### config.mk
export PLATFORM = sky130hd
export DESIGN_NAME = alu_mac_ctrl
export DESIGN_NICKNAME = d
export VERILOG_FILES = /design/src/rtl/alu_mac_ctrl.sv
export SDC_FILE = /design/constraint.sdc
export NUM_CORES = 1
export LEC_CHECK = 0
export CORE_MARGIN = 10
export CORE_UTILIZATION = 46
export CTS_BUF_LIST = sky130_fd_sc_hd__clkbuf_8
export DETAILED_ROUTE_END_ITERATION = 16
export PLACE_DENSITY = 0.79
export RECOVER_POWER = 100
export SLEW_MARGIN = 25
export SYNTH_ARGS = -nofsm -noshare
export SYNTH_HDL_FRONTEND = slang
export SYNTH_SLANG_ARGS = --single-unit
### constraint.sdc
create_clock -name clock -period 2.22 [get_ports clock]
set_input_delay 0.222 -clock clock [delete_from_list [all_inputs] [get_ports clock]]
set_output_delay 0.222 -clock clock [all_outputs]
set_load 0.01 [all_outputs]
### src/rtl/alu_mac_ctrl.sv
// Dot-product sequencer driving an external combinational ALU: per element FETCH -> MUL -> ACC.
// Optional saturating accumulate when ALU_MAC_SATURATE_EN is defined.
module alu_mac_ctrl #(
    parameter int unsigned LEN_W = 8
) (
    input  logic             clock,
    input  logic             reset,
    input  logic             start,
    input  logic [LEN_W-1:0] len,
    input  logic [15:0]      op_a,
    input  logic [15:0]      op_b,
    input  logic             op_valid,
    output logic             op_ready,
    output logic [15:0]      alu_in1,
    output logic [15:0]      alu_in2,
    output logic [2:0]       alu_op,
    input  logic [15:0]      alu_out,
    input  logic             alu_z,
    output logic [15:0]      result,
    output logic             result_zero,
    output logic             busy,
    output logic             done,
    output logic             result_valid
);

    localparam logic [2:0] OpAdd = 3'd0;
    localparam logic [2:0] OpMul = 3'd2;

    typedef enum logic [2:0] {StIdle, StFetch, StMul, StAcc, StDone} state_e;

    state_e           state_q, state_d;
    logic [15:0]      acc_q, acc_d;
    logic [15:0]      prod_q, prod_d;
    logic [15:0]      a_q, a_d;
    logic [15:0]      b_q, b_d;
    logic [LEN_W-1:0] cnt_q, cnt_d;
    logic [LEN_W-1:0] len_q, len_d;
    logic [15:0]      result_q, result_d;
    logic             result_zero_q, result_zero_d;

    logic [LEN_W-1:0] cnt_inc;
    logic [15:0]      acc_next;
    logic             zero_next;

    always_ff @(posedge clock) begin
        if (reset) begin
            state_q       <= StIdle;
            acc_q         <= '0;
            prod_q        <= '0;
            a_q           <= '0;
            b_q           <= '0;
            cnt_q         <= '0;
            len_q         <= '0;
            result_q      <= '0;
            result_zero_q <= 1'b1;
        end else begin
            state_q       <= state_d;
            acc_q         <= acc_d;
            prod_q        <= prod_d;
            a_q           <= a_d;
            b_q           <= b_d;
            cnt_q         <= cnt_d;
            len_q         <= len_d;
            result_q      <= result_d;
            result_zero_q <= result_zero_d;
        end
    end

    // The ALU sum is only meaningful in ACC, where alu_in1 is the accumulator.
    always_comb begin
        cnt_inc = cnt_q + LEN_W'(1);
`ifdef ALU_MAC_SATURATE_EN
        if (alu_out < acc_q) begin
            acc_next  = 16'hFFFF;
            zero_next = 1'b0;
        end else begin
            acc_next  = alu_out;
            zero_next = alu_z;
        end
`else
        acc_next  = alu_out;
        zero_next = alu_z;
`endif
    end

    always_comb begin
        state_d       = state_q;
        acc_d         = acc_q;
        prod_d        = prod_q;
        a_d           = a_q;
        b_d           = b_q;
        cnt_d         = cnt_q;
        len_d         = len_q;
        result_d      = result_q;
        result_zero_d = result_zero_q;
        op_ready      = 1'b0;
        alu_in1       = 16'd0;
        alu_in2       = 16'd0;
        alu_op        = OpAdd;

        case (state_q)
            StIdle: begin
                if (start) begin
                    acc_d = '0;
                    cnt_d = '0;
                    if (len != '0) begin
                        len_d   = len;
                        state_d = StFetch;
                    end else begin
                        result_d      = '0;
                        result_zero_d = 1'b1;
                        state_d       = StDone;
                    end
                end
            end
            StFetch: begin
                op_ready = 1'b1;
                if (op_valid) begin
                    a_d     = op_a;
                    b_d     = op_b;
                    state_d = StMul;
                end
            end
            StMul: begin
                alu_in1 = a_q;
                alu_in2 = b_q;
                alu_op  = OpMul;
                prod_d  = alu_out;
                state_d = StAcc;
            end
            StAcc: begin
                alu_in1 = acc_q;
                alu_in2 = prod_q;
                acc_d   = acc_next;
                cnt_d   = cnt_inc;
                if (cnt_inc == len_q) begin
                    // Result is loaded on entry to DONE so it is visible alongside the pulse.
                    result_d      = acc_next;
                    result_zero_d = zero_next;
                    state_d       = StDone;
                end else begin
                    state_d = StFetch;
                end
            end
            StDone: begin
                state_d = StIdle;
            end
            default: begin
                state_d = StIdle;
            end
        endcase
    end

    assign result       = result_q;
    assign result_zero  = result_zero_q;
    assign busy         = (state_q != StIdle);
    assign done         = (state_q == StDone);
    assign result_valid = (state_q == StDone);

endmodule

==> results.json, run 1 <==
{
  "maxCapViolCount": 0,
  "cp-startpoint": "state_q[2]",
  "timing.rr.end": "result_zero",
  "post-route-util_pct": 65.4,
  "path_buf_inv": 3,
  "rsz0062_at_grt": "yes",
  "cp_max_fo": 15,
  "num_vias": 4258,
  "ys_warn_count": 0,
  "synth-main-ff-cell": "dfxtp_1",
  "die_width_microns": 119,
  "r2r-start": "cnt_q[0]",
  "cts_buffers": 9,
  "syn_area_sq_um": 4480,
  "gp_congestion": 0.869,
  "grt.overflow.total": 0,
  "htreeDepth": 3,
  "finalCritPeriodShare_pct": 96.8,
  "hold_buffers": 0,
  "hold_violations": 0,
  "ir_worst_vdd_v": 0.000292,
  "clk_latency_ns": 0.36,
  "ff_latch_area_sq_um": 2000,
  "grt_antenna_before_repair": 0,
  "critPathTopFamily": "buffers and inverters",
  "startpoint_type": "flop",
  "endpoint_kind": "output pin",
  "muxShareOfSynthArea_pct": 0.251,
  "path_clk_slew_ns": 0.10,
  "ys_ff_latch": 100,
  "pin_count": 117,
  "die-area_sq_um": 14100,
  "hp-start": "reset",
  "synth_simple_gate_area_share_pct": 20.2,
  "die_y_microns": 119,
  "setup_violations": 0,
  "syn_inst": 531,
  "synth_compound_area_share_pct": 25.3,
  "max_stage_delay_ns": 0.53,
  "slowest_stage": "clkdlybuf4s50_1",
  "drive_gt1_share_pct": 10.8,
  "initial_core_util_pct": 47.8,
  "num_rows": 35,
  "cts_sinks": 100,
  "port_buffers": 114,
  "power.total_uw": 3630,
  "clockRootBuffer": "clkbuf_8",
  "r2r_cells": 8,
  "layout_commonest_cell": "nand2_1",
  "crit_type": "reg -> out",
  "ant_nets": 0,
  "fin_ws_ns": 0.0719,
  "multi_input_area_sq_um": 2180,
  "clk_path_buf_depth": 2,
  "pwr_density_cell_nw_per_um2": 592,
  "synth_cell_types": 54,
  "hold_end": "acc_q[9]",
  "avgSynthCellArea_sq_um": 8.44,
  "synth_fa_ha_area_share_pct": 0.279,
  "drcViolationCount": 0,
  "wl_per_cell_microns": 17.8,
  "grt_max_degree": 43,
  "final_cell_mix": "111 x nand2_1, 98 x dfxtp_1, 84 x clkdlybuf4s50_1",
  "tritoncts": "yes",
  "n_fill_cell": 817,
  "critPathArrivalTime_ns": 1.93,
  "coreArea_sq_um": 9370,
  "grt_usage_pct": 18.3,
  "synthXorXnorAreaFrac_pct": 1.93,
  "nNetsFinal": 696,
  "synth-seq-area-share_pct": 44.7,
  "vias_per_cell": 5.54,
  "min_delay_path_depth": 2,
  "r2r_slack_ns": 0.11,
  "maxClockFrequency_ghz": 0.466,
  "drtIter0Drc": 308,
  "hold_class": "in -> reg",
  "firstDrtPassIters": 5,
  "slew_viol_final": 0,
  "grt_pass1_wl_microns": 21400,
  "async_reset_ff_share_pct": 0,
  "wl_microns": 13700,
  "diodes": 0,
  "synth_edf_count": 0,
  "design_area_sq_um": 6130,
  "status": "completed",
  "clock_skew_ns": 0.0160,
  "power_leakage_uw": 0.00259,
  "path_cells": "nor2_1 -> nand2_1 -> inv_4 -> buf_8 -> a22o_1 -> clkdlybuf4s50_1",
  "dp_worst_setup_slack_ns": 0.0312,
  "synth_top_family_by_area": "compound AO/OA/AOI/OAI gates",
  "grt_pass1_vias": 4107,
  "area_delta_synth_final_pct": 36.7,
  "hpwl_microns": 9480,
  "fin_crit_ns": 2.15,
  "dpl_cell_area_sq_um": 5750,
  "worstPathRequired_ns": 2.00
}
==> stage by stage <==
stage	hold WS, ns	TNS, ns	instances
after detailed placement	0.447	0	749
final	0.265	0	768
after CTS	0.254	0	767
after global routing	0.268	-0.0621	768
after global placement	0.442	0	749
after floorplan	0.358	0	532
==> worst reg2reg max path, cell delays in order (launching register included) <==
cell     delay (ns)
dfxtp_1        0.40
buf_4          0.17
and3_2         0.28
xnor2_2        0.12
and4_1         0.22
nand3_1        0.09
or3_1          0.36
buf_12         0.18
o32a_2         0.20
==> sequential cells by signal (all words and copies together) (netlist names) <==
name / cells
a_q: 16
acc_q: 16
b_q: 16
prod_q: 16
result: 16
cnt_q: 8
len_q: 8
state_q: 3
result_zero: 1
==> layer usage <==
layer	wire [microns]	track usage, %	vias to the layer above
met5	0	0	-
met4	216	6.34	0
met3	974	3.76	16
met2	6480	29.9	169
met1	6000	23.5	2025
li1	-	-	2048
==> area by class of cell <==
cell class                      count  share of cell area (%)
Inverter                           19                    1.20
Tap cell                          129                    2.63
Timing Repair Buffer              138                    24.4
Clock buffer                       10                    2.25
Clock inverter                      6                    1.25
Multi-Input combinational cell    366                    35.5
Sequential cell                   100                    32.7
==> what timing repair did <==
| action | in CTS | in global routing |
|---|---|---|
| endpoints found under the hold margin | 0 | 0 |
| gates resized for setup | 10 | 30 |
| setup endpoints to repair | 31 | 26 |
| pin swaps | 0 | 0 |
| setup buffers | 1 | 0 |
| gates cloned | 1 | 1 |
==> cells in the mapped netlist (2+ instances only) <==
cell type,count,area (sq um)
a31oi_1,2,12.5
buf_6,3,33.8
o32ai_2,10,163
nor2_1,29,109
xnor2_1,4,35.0
nand3_1,15,75.1
nor3b_1,2,15.0
nand2b_1,16,100
dfxtp_1,100,2000
a22oi_1,17,128
a21o_1,2,15.0
clkbuf_8,2,27.5
nor3_1,2,10.0
buf_4,4,30.0
a22o_1,32,280
clkbuf_1,32,120
inv_1,18,67.6
buf_2,4,20.0
nand3b_1,3,22.5
nand2_1,111,417
and3_1,2,12.5
and4_1,3,26.3
or3b_1,2,17.5
xor2_1,4,35.0
o31ai_1,2,15.0
nor4_1,2,12.5
and3_4,2,22.5
o21ai_0,9,45.0
o32ai_1,6,52.6
a21oi_1,67,335
==> worst max-delay path by stage <==
stage | endpoint | slack (ns) | depth (start not counted)
after global placement | result_zero | 0.09 | 8
after floorplan | result[10] | 0.13 | 10
after CTS | alu_in1[7] | 0.004 | 4
final | alu_in2[6] | 0.07 | 6
after detailed placement | result_zero | 0.03 | 8
after global routing | alu_in2[6] | -0.03 | 6
==> report_power, final <==
part / leakage (uW) / internal [uW] / total, uW / switching (uW)
Sequential: 0.000811 / 1850 / 1880 / 35.2
Combinational: 0.00167 / 237 / 504 / 267
Clock: 0.000109 / 573 / 1240 / 666
Total: 0.00259 / 2660 / 3630 / 968
==> logic make-up after synthesis <==
family | count (synthesis)
AOI/OAI and AO/OA | 156
xor gates and xnor gates | 9
adders and majority gates | 1
buffers and inverters | 66
DFF | 100
muxes | 1
other | 1
and+or+nand+nor | 197
Power figures use the tool's default switching activity.
==> run 2, diff against run 1 <==
CELL_PAD_IN_SITES_DETAIL_PLACEMENT = 0   (was not set)
CELL_PAD_IN_SITES_GLOBAL_PLACEMENT = 1   (was not set)
CORE_UTILIZATION = 30   (was 46)
PLACE_DENSITY = not set   (was 0.79)
PLACE_DENSITY_LB_ADDON = 0.1   (was not set)
==> run 2 against run 1 <==
Against the previous run:
- sequential share of layout area is essentially flat
- cell count rose by 7.6%
- setup slack better by 0.0045 ns
- first-iteration DRC count fell by 22%
- sequential power about the same
- final area grew 0.22%
- largest cell class unchanged
- flip-flop and latch count stayed put
- non-clock buffer count up 3
- highest routed layer unchanged
- global-route usage decreased by 4.0 points
==> results.json, run 2 (synthesis gave the netlist of run 1 again) <==
{
  "final_cells": 826,
  "wl_per_cell_microns": 18.0,
  "hold_class": "in -> reg",
  "grt_antenna_before_repair": 0,
  "worstPathRequired_ns": 2.00,
  "firstDrtPassIters": 4,
  "power_leakage_uw": 0.00252,
  "hp-start": "reset",
  "ir_worst_vdd_v": 0.000246,
  "grt_pass1_wl_microns": 23100,
  "status": "completed",
  "fin_crit_ns": 2.14,
  "area_delta_synth_final_pct": 37.0,
  "r2r-start": "cnt_q[5]",
  "layout_commonest_cell": "nand2_1",
  "die_width_microns": 142,
  "final_cell_mix": "111 x nand2_1, 96 x dfxtp_1, 81 x clkdlybuf4s50_1",
  "setup_tns_ns": 0,
  "num_vias": 4115,
  "grt_pass1_vias": 4022,
  "coreArea_sq_um": 14600,
  "r2r_cells": 7,
  "design_area_sq_um": 6140,
  "critPathArrivalTime_ns": 1.92,
  "cts_buffers": 9,
  "hpwl_microns": 10300,
  "wl_microns": 14900,
  "grt_max_degree": 50,
  "multi_input_area_sq_um": 2120,
  "tritoncts": "yes",
  "clk_path_buf_depth": 2,
  "maxCapViolCount": 0,
  "pwr_density_cell_nw_per_um2": 606,
  "n_fill_cell": 1458,
  "port_buffers": 114,
  "drcViolationCount": 0,
  "nNetsFinal": 699,
  "drtIter0Drc": 239,
  "clockRootBuffer": "clkbuf_8",
  "finalCritPeriodShare_pct": 96.6,
  "path_clk_slew_ns": 0.10,
  "diodes": 0,
  "num_rows": 44,
  "cts_sinks": 100,
  "die-area_sq_um": 20200,
  "slew_viol_final": 0,
  "clk_latency_ns": 0.38,
  "clock_skew_ns": 0.0196,
  "initial_core_util_pct": 30.7,
  "min_delay_path_depth": 2,
  "ff_latch_area_sq_um": 2010,
  "startpoint_type": "flop",
  "htreeDepth": 3,
  "rsz0062_at_grt": "no",
  "holdWs_ns": 0.274,
  "grt.overflow.total": 0,
  "slew_headroom_pct": 62.8,
  "dpl_cell_area_sq_um": 5850,
  "max_stage_delay_ns": 0.40,
  "maxClockFrequency_ghz": 0.466,
  "pin_count": 117,
  "hold_buffers": 0,
  "gp_congestion": 0.820,
  "endpoint_kind": "output pin",
  "path_cells": "and3b_2 -> buf_4 -> buf_12 -> buf_16 -> a22o_1 -> dlygate4sd2_1",
  "die_y_microns": 142,
  "slowest_stage": "dfxtp_2",
  "drive_gt1_share_pct": 10.3,
  "hold_end": "cnt_q[4]",
  "cp_max_fo": 21,
  "crit_type": "reg -> out",
  "dp_cells": 805,
  "timing.rr.end": "result_zero",
  "vias_per_cell": 4.98,
  "grt_usage_pct": 14.3,
  "r2r_slack_ns": 0.14,
  "hold_violations": 0,
  "ant_nets": 0,
  "setup_violations": 0,
  "worst_pin_slew_ns": 0.552
}
## run 2: cell count changes in the layout (fill, tap and decap cells not counted), moves of 3 or more
cell             before  now
o32ai_1               6   13
dlymetal6s2s_1       25   19
dlygate4sd2_1         4   10
clkdlybuf4s50_1      84   81
buf_6                 0    3
o32ai_2              10    3
## run 2: worst max-delay path by stage
stage | startpoint | endpoint | slack (ns) | cells after the start
3_5_place_dp | cnt_q[0] | result[15] | 0.06 | 8
5_1_grt | state_q[0] | busy | 0.007 | 5
6_report | state_q[2] | alu_in1[5] | 0.08 | 6
4_1_cts | state_q[2] | alu_in1[15] | 0.001 | 6
3_3_place_gp | start | result[10] | 0.1 | 8
2_1_floorplan | cnt_q[0] | result[10] | 0.13 | 10
## run 2: power breakdown
part / internal, uW / switching [uW]
clock network: 646 / 684
logic: 237 / 271
registers: 1850 / 36.4
## run 2: repair_timing
| action | in CTS | in global routing |
|---|---|---|
| setup endpoints to repair | 32 | 39 |
| resized for setup | 15 | 27 |
| cloned | 1 | 1 |
| hold endpoints to repair | 0 | 0 |
| buffers inserted | 1 | 2 |
## run 2: metal layers
layer  global-route usage [%]  share of wire, %
met1                     20.5                49
met5                        0                 0
met3                     4.14               7.0
met4                     4.79               1.5
met2                     19.9                43
## run 2: worst max-delay path: cells and delay by family (launching register included)
kind | cells | cell delay (ns)
AOI/OAI and AO/OA | 1 | 0.18
buffers and inverters | 4 | 0.70
DFF | 1 | 0.40
and+or+nand+nor | 1 | 0.26
## run 2: layout make-up
| class | count | area share (%) |
|---|---|---|
| Sequential cell | 100 | 32.7 |
| Clock inverter | 7 | 1.59 |
| Clock buffer | 9 | 2.02 |
| Inverter | 19 | 1.20 |
| Timing Repair Buffer | 141 | 24.3 |
| Tap cell | 184 | 3.75 |
| Multi-Input combinational cell | 366 | 34.4 |
## run 2: metrics by stage
stage                     setup slack, ns  util (%)  power, uW
after detailed placement           0.0598      40.1       2430
final                              0.0763      42.1       3720
after global placement             0.0970      40.1       2430
after global routing              0.00691      42.1       3900
after CTS                         0.00123      41.9       3770
after floorplan                     0.132         -       2170
